### src/rtl/wb_ram_arbiter2_pkg.sv
`default_nettype none
`timescale 1ns/1ps
// ============================================================================
// Module  : wb_ram_arbiter2_pkg
// Purpose : Shared definitions for the two-master Wishbone RAM arbiter:
//           grant-state encodings and the watchdog counter width helper.
// Ports   : none (package)
// Revision: 1.0 - initial release
// ============================================================================
package wb_ram_arbiter2_pkg;

  localparam logic [1:0] ST_IDLE = 2'd0;
  localparam logic [1:0] ST_GNT0 = 2'd1;
  localparam logic [1:0] ST_GNT1 = 2'd2;

  // Watchdog counter must hold 0..TIMEOUT. A disabled watchdog (TIMEOUT=0)
  // still gets a 1-bit counter so the vector is never zero-width.
  function automatic int wd_width(input int timeout);
    return (timeout < 1) ? 1 : $clog2(timeout + 1);
  endfunction

endpackage
`default_nettype wire

### src/rtl/wb_ram_arbiter2_arb_rr2.sv
`default_nettype none
`timescale 1ns/1ps
// ============================================================================
// Module  : arb_rr2
// Purpose : Two-way round-robin picker. On a tie the master that did not
//           hold the previous grant wins.
// Ports   : req[1:0]  in   bus requests (bit n = master n)
//           last_gnt  in   index of the master granted last
//           gnt[1:0]  out  one-hot grant, 0 when nobody requests
// Revision: 1.0 - initial release
// ============================================================================
module arb_rr2 (
  input  logic [1:0] req,
  input  logic       last_gnt,
  output logic [1:0] gnt
);

  always_comb begin
    gnt = 2'b00;
    case (req)
      2'b01:   gnt = 2'b01;
      2'b10:   gnt = 2'b10;
      2'b11:   gnt = last_gnt ? 2'b01 : 2'b10;
      default: gnt = 2'b00;
    endcase
  end

endmodule
`default_nettype wire

### src/rtl/wb_ram_arbiter2.sv
`default_nettype none
`timescale 1ns/1ps
// ============================================================================
// Module  : wb_ram_arbiter2
// Purpose : Shares one Wishbone RAM port between two masters. Round-robin
//           grant held for the whole cyc_i assertion, combinational mux of
//           the granted master onto the slave port, and a bus watchdog that
//           answers err_o when the slave never acknowledges.
// Ports   : clk, rst                    clock, async active-high reset
//           m0_* / m1_*                 master ports (adr/dat/we/sel/stb/cyc in,
//                                       dat/ack/err out)
//           s_adr_o..s_cyc_o            request to RAM port
//           s_dat_i, s_ack_i            response from RAM port
// Revision: 1.0 - initial release
// ============================================================================
module wb_ram_arbiter2
  import wb_ram_arbiter2_pkg::*;
#(
  parameter int DATA_WIDTH   = 32,
  parameter int ADDR_WIDTH   = 32,
  parameter int SELECT_WIDTH = DATA_WIDTH / 8,
  parameter int TIMEOUT      = 16
) (
  input  logic                    clk,
  input  logic                    rst,
  input  logic [ADDR_WIDTH-1:0]   m0_adr_i,
  input  logic [DATA_WIDTH-1:0]   m0_dat_i,
  output logic [DATA_WIDTH-1:0]   m0_dat_o,
  input  logic                    m0_we_i,
  input  logic [SELECT_WIDTH-1:0] m0_sel_i,
  input  logic                    m0_stb_i,
  input  logic                    m0_cyc_i,
  output logic                    m0_ack_o,
  output logic                    m0_err_o,
  input  logic [ADDR_WIDTH-1:0]   m1_adr_i,
  input  logic [DATA_WIDTH-1:0]   m1_dat_i,
  output logic [DATA_WIDTH-1:0]   m1_dat_o,
  input  logic                    m1_we_i,
  input  logic [SELECT_WIDTH-1:0] m1_sel_i,
  input  logic                    m1_stb_i,
  input  logic                    m1_cyc_i,
  output logic                    m1_ack_o,
  output logic                    m1_err_o,
  output logic [ADDR_WIDTH-1:0]   s_adr_o,
  output logic [DATA_WIDTH-1:0]   s_dat_o,
  output logic                    s_we_o,
  output logic [SELECT_WIDTH-1:0] s_sel_o,
  output logic                    s_stb_o,
  output logic                    s_cyc_o,
  input  logic [DATA_WIDTH-1:0]   s_dat_i,
  input  logic                    s_ack_i
);

  localparam int                WD_W      = wd_width(TIMEOUT);
  localparam int                WD_LAST_I = (TIMEOUT > 0) ? TIMEOUT - 1 : 0;
  localparam logic [WD_W-1:0]   WD_LAST   = WD_LAST_I[WD_W-1:0];

  logic [1:0]      state, state_next;
  logic            last_gnt, last_gnt_next;
  logic [WD_W-1:0] wd_cnt;
  logic [1:0]      pick;
  logic            rearb;
  logic            granted, sel_m1;
  logic            g_stb, wd_expire, wd_err, bus_ack;

  arb_rr2 u_arb (
    .req      ({m1_cyc_i, m0_cyc_i}),
    .last_gnt (last_gnt),
    .gnt      (pick)
  );

  // A grant is only reconsidered when nobody holds the bus or the holder
  // has dropped cyc_i; this is what keeps bursts locked.
  assign rearb = (state == ST_IDLE) ||
                 ((state == ST_GNT0) && !m0_cyc_i) ||
                 ((state == ST_GNT1) && !m1_cyc_i);

  always_comb begin
    state_next    = state;
    last_gnt_next = last_gnt;
    if (rearb) begin
      case (pick)
        2'b01: begin
          state_next    = ST_GNT0;
          last_gnt_next = 1'b0;
        end
        2'b10: begin
          state_next    = ST_GNT1;
          last_gnt_next = 1'b1;
        end
        default: state_next = ST_IDLE;
      endcase
    end
  end

  always_ff @(posedge clk or posedge rst) begin
    if (rst) begin
      state    <= ST_IDLE;
      last_gnt <= 1'b1;
    end else begin
      state    <= state_next;
      last_gnt <= last_gnt_next;
    end
  end

  // Slave-side mux; everything is zero while idle.
  assign granted = (state != ST_IDLE);
  assign sel_m1  = (state == ST_GNT1);
  assign g_stb   = granted && (sel_m1 ? m1_stb_i : m0_stb_i);

  // Expiry yields to a same-cycle ack, and the strobe is withdrawn on the
  // error cycle so the slave cannot complete a transfer the master was told
  // had failed.
  assign wd_expire = (TIMEOUT != 0) && (wd_cnt == WD_LAST);
  assign wd_err    = g_stb && wd_expire && !s_ack_i;
  assign bus_ack   = granted && s_ack_i;

  assign s_cyc_o = granted;
  assign s_stb_o = g_stb && !wd_err;
  assign s_adr_o = granted ? (sel_m1 ? m1_adr_i : m0_adr_i) : '0;
  assign s_dat_o = granted ? (sel_m1 ? m1_dat_i : m0_dat_i) : '0;
  assign s_sel_o = granted ? (sel_m1 ? m1_sel_i : m0_sel_i) : '0;
  assign s_we_o  = granted && (sel_m1 ? m1_we_i : m0_we_i);

  assign m0_ack_o = (state == ST_GNT0) && s_ack_i;
  assign m1_ack_o = (state == ST_GNT1) && s_ack_i;
  assign m0_err_o = (state == ST_GNT0) && wd_err;
  assign m1_err_o = (state == ST_GNT1) && wd_err;

  assign m0_dat_o = s_dat_i;
  assign m1_dat_o = s_dat_i;

  always_ff @(posedge clk or posedge rst) begin
    if (rst) begin
      wd_cnt <= '0;
    end else if ((state_next != state) || bus_ack || wd_err) begin
      wd_cnt <= '0;
    end else if (g_stb) begin
      wd_cnt <= wd_cnt + WD_W'(1);
    end
  end

endmodule
`default_nettype wire

### config.mk
export PLATFORM = sky130hd
export DESIGN_NAME = wb_ram_arbiter2
export DESIGN_NICKNAME = d
export VERILOG_FILES = /design/src/rtl/wb_ram_arbiter2_pkg.sv /design/src/rtl/wb_ram_arbiter2_arb_rr2.sv /design/src/rtl/wb_ram_arbiter2.sv
export SDC_FILE = /design/constraint.sdc
export NUM_CORES = 1
export LEC_CHECK = 0
export CORE_AREA = 3 3 122 124
export DETAILED_ROUTE_END_ITERATION = 6
export DIE_AREA = 0 0 125 127
export GPL_TIMING_DRIVEN = 1
export SLEW_MARGIN = 30
export SYNTH_ARGS = -nofsm -noshare
export SYNTH_HDL_FRONTEND = slang
export SYNTH_SLANG_ARGS = --single-unit
### constraint.sdc
create_clock -name clk -period 3.79 [get_ports clk]
set_clock_uncertainty 0.15 [all_clocks]
set_input_delay 0.758 -clock clk [delete_from_list [all_inputs] [get_ports clk]]
set_output_delay 0.758 -clock clk [all_outputs]
set_load 0.01 [all_outputs]
# Word-level counts from Yosys, hierarchy flattened

Cells that the tools add are included.

Bits of input ports: 177
Flip-flop bits (word level): 8
Output and inout bits: 139
Logic and storage cells: 53

Add/sub/neg operators: 1
Reductions and logical operators: 25
Muxes and demuxes: 15
Eq/ne operators: 9

Operators with widths:

| kind                  | number |
|---|---|
| $mux W32              | 4 |
| $logic_and A1 B1 Y1   | 12 |
| $mux W5               | 2 |
| $eq A2 B2 Y1 const B  | 4 |
| $mux W4               | 2 |
| $eq A2 B1 Y1 const B  | 3 |
| $pmux W2 S3           | 1 |
| $reduce_bool A2 Y1    | 3 |
| $add A5 B1 Y5 const B | 1 |
| $eq A5 B4 Y1 const B  | 1 |
| $logic_not A1 Y1      | 4 |
| $logic_or A1 B1 Y1    | 4 |
| $mux W2               | 2 |
| $pmux W2 S2           | 1 |
| $logic_not A2 Y1      | 1 |
| $mux W1               | 2 |
| $ne A2 B2 Y1          | 1 |
| $pmux W1 S2           | 1 |
| $reduce_and A2 Y1     | 1 |

# Depth between registers and ports, before layout

Gate-level depths: netlist of run 1.

Word-level depth: 9
Gate-level depth with buffers: 8
Mapped depth without buffers: 8

# Hierarchy

From an unflattened synthesis of run 1, not the netlist that was laid out.

Cell total of the unflattened synthesis: 222
Area, all modules: 1845.5 um^2

Modules (own cells, without submodules):

| module          | times used | cells each | sequential area each (um^2) | area an instance (um^2) |
|---|---|---|---|---|
| wb_ram_arbiter2 | 1          | 219        | 201.4                       | 1826.8 |
| arb_rr2         | 1          | 3          | 0.0                         | 18.8 |

# Worst setup path before layout of run 1

No wires, ideal clock.

Kind: flip-flop to output port
Start point: reg wd_cnt[0]
End point: out m0_err_o
Data arrival time: 1.294 ns
Data required time: 2.882 ns
Stages on the path, launching flop included: 6
Buffers on the path: 0
Path slack: 1.588 ns
Cell sequence: dfrtp_1 > ha_1 > and3_1 > ha_1 > nor2b_1 > and4b_1

Cells in the longest elaborated chain, start to end: 4

Ends and longest elaborated chain:

| element                          | RTL line               | text |
|---|---|---|
| start, declared                  | wb_ram_arbiter2.sv:60  | `logic [WD_W-1:0] wd_cnt;` |
| start signal, assigned           | wb_ram_arbiter2.sv:139 | `wd_cnt <= wd_cnt + WD_W'(1);` |
| $eq A5 B4 Y1                     | wb_ram_arbiter2.sv:114 | `assign wd_expire = (TIMEOUT != 0) && (wd_cnt == WD_LAST);` |
| $logic_and A1 B1 Y1 (2 in a row) | wb_ram_arbiter2.sv:115 | `assign wd_err = g_stb && wd_expire && !s_ack_i;` |
| $logic_and A1 B1 Y1              | wb_ram_arbiter2.sv:127 | `assign m0_err_o = (state == ST_GNT0) && wd_err;` |
| end, declared                    | wb_ram_arbiter2.sv:34  | `output logic m0_err_o,` |

Every way passes these cells.

# Final worst setup path of run 1

Start point: reg state[0]
End point: out s_stb_o

Cells in the longest elaborated chain, start to end: 7
Elaborated cells on any way between the ends: 8
Those cells by class: 1 x eq/ne; 1 x mux; 6 x reduce/logical

Ends and longest elaborated chain:

| element                          | RTL line               | text |
|---|---|---|
| start, declared                  | wb_ram_arbiter2.sv:58  | `logic [1:0] state, state_next;` |
| start signal, assigned           | wb_ram_arbiter2.sv:101 | `state <= state_next;` |
| $eq A2 B2 Y1                     | wb_ram_arbiter2.sv:108 | `assign sel_m1 = (state == ST_GNT1);` |
| $mux W1                          | wb_ram_arbiter2.sv:109 | `assign g_stb = granted && (sel_m1 ? m1_stb_i : m0_stb_i);` |
| $logic_and A1 B1 Y1 (*)          | wb_ram_arbiter2.sv:109 |  |
| $logic_and A1 B1 Y1 (2 in a row) | wb_ram_arbiter2.sv:115 |  |
| $logic_not A1 Y1                 | wb_ram_arbiter2.sv:119 | `assign s_stb_o = g_stb && !wd_err;` |
| $logic_and A1 B1 Y1 (*)          | wb_ram_arbiter2.sv:119 |  |
| end, declared                    | wb_ram_arbiter2.sv:48  | `output logic s_stb_o,` |

Mark *: on every way between the ends. The rest lies on a longest branch, timed or not.

==> reports/results.ini, run 1 <==
[status]
status = completed

[floorplanning]
die_height_um = 127
die_width_um = 125
rows = 43
die-area_mm2 = 0.0159
coreArea_mm2 = 0.0139
start_util_pct = 12.8
ios = 316

[route]
ant_nets = 0
drtPass1Iterations = 4
avgViaCountPerCell = 4.08
dr.first_iter.drc_count = 59
drcViolationCount = 0
wl_per_cell_um = 18.3
dr_total_vias = 2229
wl_mm = 10.0

[cells_and_area]
diodes = 0
layout_common_cells = clkdlybuf4s50_1 (219), a22o_1 (70), nor2_1 (10), a21oi_1 (8)
fillers = 1479
post-route-util_pct = 26.9
multi_input_area_um2 = 972
regArea_um2 = 203
final_cell_area_mm2 = 0.00373
final_net_count = 549
final-instance-count-excl-fill = 546
syn_to_final_growth_pct = 110
drive_gt1_share_pct = 3.55
layout_commonest_cell = clkdlybuf4s50_1

[worst_setup_path]
r2r-start = state[0]
crit_end = s_stb_o
worst_setup_path_end_kind = output port
worstRegToRegCells = 5
crit_fanout = 75
r2r_end = wd_cnt[3]
r2r_slack_ps = 1670
arrival_ps = 2280
critPathLaunchType = register
cp.required_ps = 2880
crit_start = state[0]
worstSetupPathType = reg -> out

[grt]
grt_pass1_vias = 2312
grt_first_pass_wirelength_mm = 14.2
grt_max_degree = 76
antenna_found_initial = 0
grt.total_usage_pct = 11.3
grt.overflow.total = 0

[timing]
worst_slack_ps = 602
timing_hold_violations_final = 0
min_period_ps = 3190
rsz0062_at_grt = no
worst_slew_margin_rel_pct = 71.7
fin_crit_sh_pct = 84.1
whs_ps = 400
setup-tns-final_ps = 0
fmax_mhz = 314
worstMarginPinSlew_ps = 424
drv_slew = 0
setup_viol = 0

[synth]
synth_top_area_cell = a22o_1
syn_area_per_cell_um2 = 7.99
yosysUniqueCellTypes = 31
synth_seq_cells = 8
yosysWarningCount = 0
seq_area_frac_synth_pct = 11.4
netlist_area_mm2 = 0.00177
yosys.area.top_type_share_pct = 34.6
syn_nets = 404
syn_inst = 222
synth.area.top_cells = a22o_1 (35%), buf_4 (28%), dfrtp_1 (9.9%)

[clock_network]
htreeDepth = 1
insertion_delay_ps = 230
cts_buffers = 3
clock-sinks = 8
clock-root-buffer = clkbuf_16
cts-resized-gates = 0
cts_setup_buffers = 0
cts_tree = yes
holdBufCountCts = 0
clk_pin_slew_ps = 40
ctsLongestPathBuffers = 2

[power_and_ir_drop]
power_density_mw_per_mm2 = 634
p_sw_mw = 1.00
ir_drop_uv = 236
pwr-share-clk_pct = 7.6
p_total_mw = 2.36
p_leak_nw = 1.45
power_frac_seq_pct = 7.6
p_comb_share_pct = 84.7
swShare_pct = 42.5
internal_power_mw = 1.36

[hold_path]
hold_path.class = reg -> reg
hold_depth = 2

[place]
placed_area_mm2 = 0.00365
dp.cells = 542
gp_congestion = 0.862
dp_slack_ps = 673
dp_hpwl_mm = 8.22
port_buffers = 219

[run]
max_cap_violations = 0

[cell usage after synthesis (all sizes together)]
cell and n:
nand2b 2, dfrtp 7, nor3 1, or2 1, o21ai 2, a211oi 1
a21oi 8, a22o 70, a31o 1, and3b 1, o22ai 1, nor2b 1
buf 80, and3 3, xnor2 2, and4b 1, mux2 1, clkbuf 2
a22oi 2, ha 5, o21a 2, and2 1, nor2 10, nand3 1
dfstp 1, nand2 6, and2b 1, or3 2, inv 6
[layout make-up]
cell class | count | share of cell area, %
clock buffers | 4 | 2.11
inverters | 6 | 0.604
multi-input cells | 126 | 26.1
flip-flops and latches | 8 | 5.44
well taps | 180 | 6.04
repair buffers | 222 | 59.7
[power by group through the flow]
stage               combinational, mW  sequential, mW  clock [mW]
floorplan                        1.03           0.129           0
global placement                 2.01           0.178           0
detailed placement               2.00           0.182           0
CTS                              2.03           0.182       0.185
global route                     2.12           0.190       0.191
finish                           2.00           0.181       0.180
[critical path: stages, from the launching register on]
cell             delay (ps)
dfrtp_2                 550
and2b_2                 300
buf_12                  290
a22oi_1                 190
nor2_1                  150
clkdlybuf4s50_1         550
[metal layers]
metal  global-route usage (%)  vias to the layer above  routed length [um]
met5                        0                        -                   0
met3                     3.97                       12                 969
met1                     14.2                     1035                4080
met4                     2.10                        0                 106
li1                         -                     1046                   -
met2                     19.0                      136                4860
[flip-flops by register name (all words and copies together), names as in the netlist]
signal,cells
wd_cnt,5
state,2
last_gnt,1
[cells by family after synthesis]
group,after synthesis,synth area share [%]
adders and majority gates,5,3.53
buffers and inverters,88,33.8
DFF,8,11.4
and+or+nand+nor,31,9.03
AOI/OAI and AO/OA,87,40.6
muxes,1,0.635
xor gates and xnor gates,2,0.988
[worst min-delay path by stage]
stage	startpoint	to	slack (ps)
floorplan	wd_cnt[3]	wd_cnt[3]	360
global placement	wd_cnt[3]	wd_cnt[3]	400
detailed placement	wd_cnt[1]	wd_cnt[1]	400
CTS	wd_cnt[1]	wd_cnt[1]	400
global route	wd_cnt[1]	wd_cnt[1]	440
finish	wd_cnt[1]	wd_cnt[1]	400
(Power assumes the default switching activity.)
==> run 2, diff against run 1 <==
--- a/config.mk
+++ b/config.mk
@@ -5,9 +5,9 @@
 export SDC_FILE = /design/constraint.sdc
 export NUM_CORES = 1
 export LEC_CHECK = 0
-export CORE_AREA = 3 3 122 124
+export CORE_AREA = 3 3 121 123
 export DETAILED_ROUTE_END_ITERATION = 6
-export DIE_AREA = 0 0 125 127
+export DIE_AREA = 0 0 124 126
 export GPL_TIMING_DRIVEN = 1
 export SLEW_MARGIN = 30
 export SYNTH_ARGS = -nofsm -noshare
==> constraint.sdc (replaced) <==
create_clock -name clk -period 3.35 [get_ports clk]
set_clock_uncertainty 0.15 [all_clocks]
set_input_delay 0.67 -clock clk [delete_from_list [all_inputs] [get_ports clk]]
set_output_delay 0.67 -clock clk [all_outputs]
set_load 0.01 [all_outputs]
==> reports/results.ini, run 2 (same netlist as run 1, synthesis figures left out) <==
[floorplanning]
die_height_um = 126  ; -0.79%
rows = 43  ; unchanged
die_width_um = 124  ; -0.80%
coreArea_mm2 = 0.0138  ; -0.78%
ios = 316  ; unchanged
start_util_pct = 12.9  ; +0.10 points
die-area_mm2 = 0.0156  ; -1.6%

[route]
drtPass1Iterations = 4  ; unchanged
drcViolationCount = 0  ; unchanged
ant_nets = 0  ; unchanged
avgViaCountPerCell = 4.05  ; -0.72%
wl_per_cell_um = 16.7  ; -9.1%
dr.first_iter.drc_count = 93  ; +58%
dr_total_vias = 2217  ; -0.54%
wl_mm = 9.12  ; -8.9%

[timing]
worstMarginPinSlew_ps = 555  ; +131 ps
min_period_ps = 3000
whs_ps = 404  ; +4.66 ps
rsz0062_at_grt = no
timing_hold_violations_final = 0  ; unchanged
fmax_mhz = 333
setup-tns-final_ps = 0  ; unchanged
worst_slew_margin_rel_pct = 63.0  ; -8.7 points
drv_slew = 0  ; unchanged
fin_crit_sh_pct = 89.6
setup_viol = 0  ; unchanged

[grt]
grt_pass1_vias = 2255  ; -2.5%
antenna_found_initial = 0  ; unchanged
grt.total_usage_pct = 10.1  ; -1.2 points
grt_first_pass_wirelength_mm = 12.6  ; -11%
grt.overflow.total = 0  ; unchanged
grt_max_degree = 55  ; -28%

[cells_and_area]
diodes = 0  ; unchanged
multi_input_area_um2 = 972  ; unchanged
layout_commonest_cell = clkdlybuf4s50_1
regArea_um2 = 203  ; unchanged
drive_gt1_share_pct = 3.81  ; +0.26 points
fillers = 1476  ; -0.20%
syn_to_final_growth_pct = 111
largest-register = wd_cnt
final_cell_area_mm2 = 0.00374  ; +0.20%
layout_common_cells = clkdlybuf4s50_1 (219), a22o_1 (70), nor2_1 (10), a21oi_1 (8)
post-route-util_pct = 27.1  ; +0.26 points
final_net_count = 550  ; +0.18%
largest_reg_flops = 5  ; unchanged
top_regs = wd_cnt (5), state (2), last_gnt (1)

[clock_network]
clock-root-buffer = clkbuf_16
ctsLongestPathBuffers = 2  ; unchanged
cts_tree = yes
cts-resized-gates = 0  ; unchanged
holdBufCountCts = 0  ; unchanged
insertion_delay_ps = 230  ; about the same
cts_buffers = 3  ; unchanged
clk_pin_slew_ps = 40  ; about the same
htreeDepth = 1  ; unchanged
cts_setup_buffers = 0  ; unchanged
clock-sinks = 8  ; unchanged

[worst_setup_path]
critPathLaunchType = register
worstSetupPathType = reg -> out
arrival_ps = 2180  ; -100 ps
worstRegToRegCells = 7  ; +2
crit_fanout = 30  ; -60%
r2r_slack_ps = 1300  ; -370 ps
cp.required_ps = 2530  ; -350 ps
worst_setup_path_end_kind = output port

[power_and_ir_drop]
p_leak_nw = 1.45  ; +0.35%
p_sw_mw = 1.07  ; +6.2%
pwr-share-clk_pct = 7.9  ; +0.3 points
internal_power_mw = 1.55  ; +14%
p_comb_share_pct = 85.6  ; +0.9 points
power_frac_seq_pct = 6.5  ; -1.1 points
p_total_mw = 2.61  ; +10%
power_density_mw_per_mm2 = 699  ; +10%
swShare_pct = 40.8  ; -1.7 points
ir_drop_uv = 381  ; +61%

[hold_path]
hold_path.class = reg -> reg
hold_depth = 2  ; unchanged

[place]
dp_hpwl_mm = 7.44  ; -9.4%
port_buffers = 219  ; unchanged
gp_congestion = 0.775  ; -10%
placed_area_mm2 = 0.00366  ; +0.21%

[status]
status = completed

[run]
max_cap_violations = 0  ; unchanged

-- run 2: per-layer routing --
metal	track usage, %	vias to the layer above	part of all wire (%)
li1	-	1046	-
met1	11.8	1000	36
met2	18.8	162	52
met3	2.07	9	11
met4	2.00	0	0.98
met5	0	-	0
-- run 2: critical path, cell delays in order, from the launching register on --
cell and delay, ps:
dfrtp_1 580, and2b_2 250, buf_4 320, a22o_1 200, clkdlybuf4s50_1 580
-- run 2: final timing paths --
| path | endpoint | start |
|---|---|---|
| min in group asynchronous | wd_cnt[0] | rst |
| worst max-delay path | s_dat_o[3] | state[1] |
| worst min-delay path | wd_cnt[1] | wd_cnt[1] |
| worst max register to register | wd_cnt[4] | last_gnt |
| worst min register to register | wd_cnt[1] | wd_cnt[1] |
| max in group asynchronous | last_gnt | rst |
-- run 2: metrics by stage --
| step | cells | worst slack, ps |
|---|---|---|
| 4_1_cts | 547 | 336 |
| 2_1_floorplan | 222 | 1240 |
| 6_report | 547 | 350 |
| 5_1_grt | 547 | 210 |
| 3_3_place_gp | 543 | 474 |
| 3_5_place_dp | 543 | 415 |
-- run 2: layout make-up --
class | count | area share (%)
multi-input cells | 126 | 26.0
inverters | 6 | 0.603
well taps | 180 | 6.03
clock buffers | 4 | 2.11
repair buffers | 223 | 59.8
flip-flops and latches | 8 | 5.43
-- run 2: power by group through the flow --
stage               sequential [mW]  clock, mW  combinational [mW]
finish                        0.169      0.207                2.24
global route                  0.176      0.211                2.38
CTS                           0.170      0.209                2.26
detailed placement            0.171          0                2.25
global placement              0.169          0                2.23
floorplan                     0.146          0                1.16
==> run 3, diff against run 2 <==
--- a/config.mk
+++ b/config.mk
@@ -5,9 +5,9 @@
 export SDC_FILE = /design/constraint.sdc
 export NUM_CORES = 1
 export LEC_CHECK = 0
-export CORE_AREA = 3 3 121 123
+export CORE_AREA = 2 2 121 123
 export DETAILED_ROUTE_END_ITERATION = 6
-export DIE_AREA = 0 0 124 126
+export DIE_AREA = 0 0 123 125
 export GPL_TIMING_DRIVEN = 1
 export SLEW_MARGIN = 30
 export SYNTH_ARGS = -nofsm -noshare
==> constraint.sdc (replaced) <==
create_clock -name clk -period 3.6 [get_ports clk]
set_clock_uncertainty 0.15 [all_clocks]
set_input_delay 0.72 -clock clk [delete_from_list [all_inputs] [get_ports clk]]
set_output_delay 0.72 -clock clk [all_outputs]
set_load 0.01 [all_outputs]
==> reports/results.ini, run 3 (same netlist as run 1, synthesis figures left out) <==
[route]
ant_nets = 0  ; unchanged
drcViolationCount = 0  ; unchanged
wl_mm = 9.77  ; +7.1%
dr_total_vias = 2248  ; +1.4%
avgViaCountPerCell = 4.08  ; +0.66%
dr.first_iter.drc_count = 104  ; +12%
wl_per_cell_um = 17.7  ; +6.3%
drtPass1Iterations = 4  ; unchanged

[clock_network]
clock-sinks = 8  ; unchanged
cts-resized-gates = 0  ; unchanged
holdBufCountCts = 0  ; unchanged
cts_buffers = 3  ; unchanged
htreeDepth = 1  ; unchanged
cts_setup_buffers = 0  ; unchanged
ctsLongestPathBuffers = 2  ; unchanged
clk_pin_slew_ps = 40  ; about the same
clock-root-buffer = clkbuf_16
cts_tree = yes
insertion_delay_ps = 230  ; about the same

[worst_setup_path]
worst_setup_path_end_kind = output port
crit_fanout = 5  ; -83%
crit_start = s_ack_i
critPathSlowestCell = clkdlybuf4s50_1
crit_top_cell = clkdlybuf4s50_1
slowest_delay_ps = 540  ; -40 ps
arrival_ps = 2160  ; -20 ps
cp.required_ps = 2730  ; +200 ps
r2r-start = last_gnt
critPathLaunchType = input port
worstSetupPathType = in -> out
path_cells = clkdlybuf4s50_1 -> nor2b_1 -> and4b_1 -> clkdlybuf4s50_1
r2r_slack_ps = 1560  ; +260 ps
r2r_end = wd_cnt[4]
worstRegToRegCells = 7  ; unchanged

[cells_and_area]
diodes = 0  ; unchanged
fillers = 1512  ; +2.4%
post-route-util_pct = 26.3  ; -0.82 points
top_regs = wd_cnt (5), state (2), last_gnt (1)
final_cell_area_mm2 = 0.00374  ; unchanged
layout_commonest_cell = clkdlybuf4s50_1
largest-register = wd_cnt
largest_reg_flops = 5  ; unchanged
syn_to_final_growth_pct = 111  ; unchanged
final_net_count = 550  ; unchanged
drive_gt1_share_pct = 4.36  ; +0.54 points
layout_common_cells = clkdlybuf4s50_1 (217), a22o_1 (70), nor2_1 (10), a21oi_1 (8)
final-instance-count-excl-fill = 551  ; +0.73%

[floorplanning]
die_width_um = 123  ; -0.81%
rows = 44  ; +2.3%
coreArea_mm2 = 0.0142  ; +3.1%
start_util_pct = 12.5  ; -0.39 points
die_height_um = 125  ; -0.79%
ios = 316  ; unchanged
die-area_mm2 = 0.0154  ; -1.6%

[grt]
grt_first_pass_wirelength_mm = 13.2  ; +4.9%
antenna_found_initial = 0  ; unchanged
grt_pass1_vias = 2222  ; -1.5%
grt.total_usage_pct = 11.2  ; +1.1 points
grt_max_degree = 53  ; -3.6%
grt.overflow.total = 0  ; unchanged

[timing]
timing_hold_violations_final = 0  ; unchanged
fin_crit_sh_pct = 84.0
drv_slew = 0  ; unchanged
rsz0062_at_grt = no
worstMarginPinSlew_ps = 532  ; -23.4 ps
whs_ps = 410  ; +5.66 ps
fmax_mhz = 331
min_period_ps = 3030
setup-tns-final_ps = 0  ; unchanged
worst_slack_ps = 575  ; +225 ps
worst_slew_margin_rel_pct = 64.5  ; +1.6 points
setup_viol = 0  ; unchanged

[run]
max_cap_violations = 0  ; unchanged

[power_and_ir_drop]
p_leak_nw = 1.45  ; +0.19%
power_density_mw_per_mm2 = 671  ; -4.0%
ir_drop_uv = 342  ; -10%
p_total_mw = 2.51  ; -4.0%

[place]
dp_hpwl_mm = 8.02  ; +7.7%
dp.cells = 547  ; +0.74%
port_buffers = 219  ; unchanged
gp_congestion = 0.813  ; +4.8%
placed_area_mm2 = 0.00366  ; unchanged
dp_slack_ps = 560  ; +145 ps

[hold_path]
hold_depth = 2  ; unchanged
hold_path.class = reg -> reg
whs_endpoint = wd_cnt[1]
hp-start = wd_cnt[1]

[status]
status = completed

==> run 3: worst max path at each step <==
stage,slack [ps],to
4_1_cts,560,m0_err_o
3_5_place_dp,560,m0_err_o
2_1_floorplan,1440,m0_err_o
6_report,570,m0_err_o
3_3_place_gp,630,m0_err_o
5_1_grt,450,m0_err_o
==> run 3: report_power, final <==
group          leakage (nW)  internal [mW]  switching, mW  total [mW]
Sequential            0.103          0.122         0.0312       0.153
Clock                0.0382          0.148         0.0467       0.195
Combinational          1.31           1.17          0.994        2.16
==> run 3: cell type report <==
cell class	instances	area [um2]	area share [%]
clock buffers	4	78.8	2.11
inverters	6	22.5	0.603
multi-input cells	126	972	26.0
flip-flops and latches	8	203	5.43
well taps	184	230	6.16
repair buffers	223	2230	59.7
==> run 3: metal layers <==
metal | global-route usage, % | part of all wire, % | up-vias | wire (um)
li1 | - | - | 1045 | -
met1 | 13.3 | 38 | 1048 | 3740
met2 | 19.6 | 48 | 145 | 4670
met3 | 3.24 | 12 | 10 | 1200
met4 | 2.47 | 1.6 | 0 | 161
met5 | 0 | 0 | - | 0
==> run 3: worst max-delay path, delay by kind of cell <==
kind | cells | cell delay, ps
buffers and inverters | 2 | 1010
AND/OR/NAND/NOR | 2 | 420
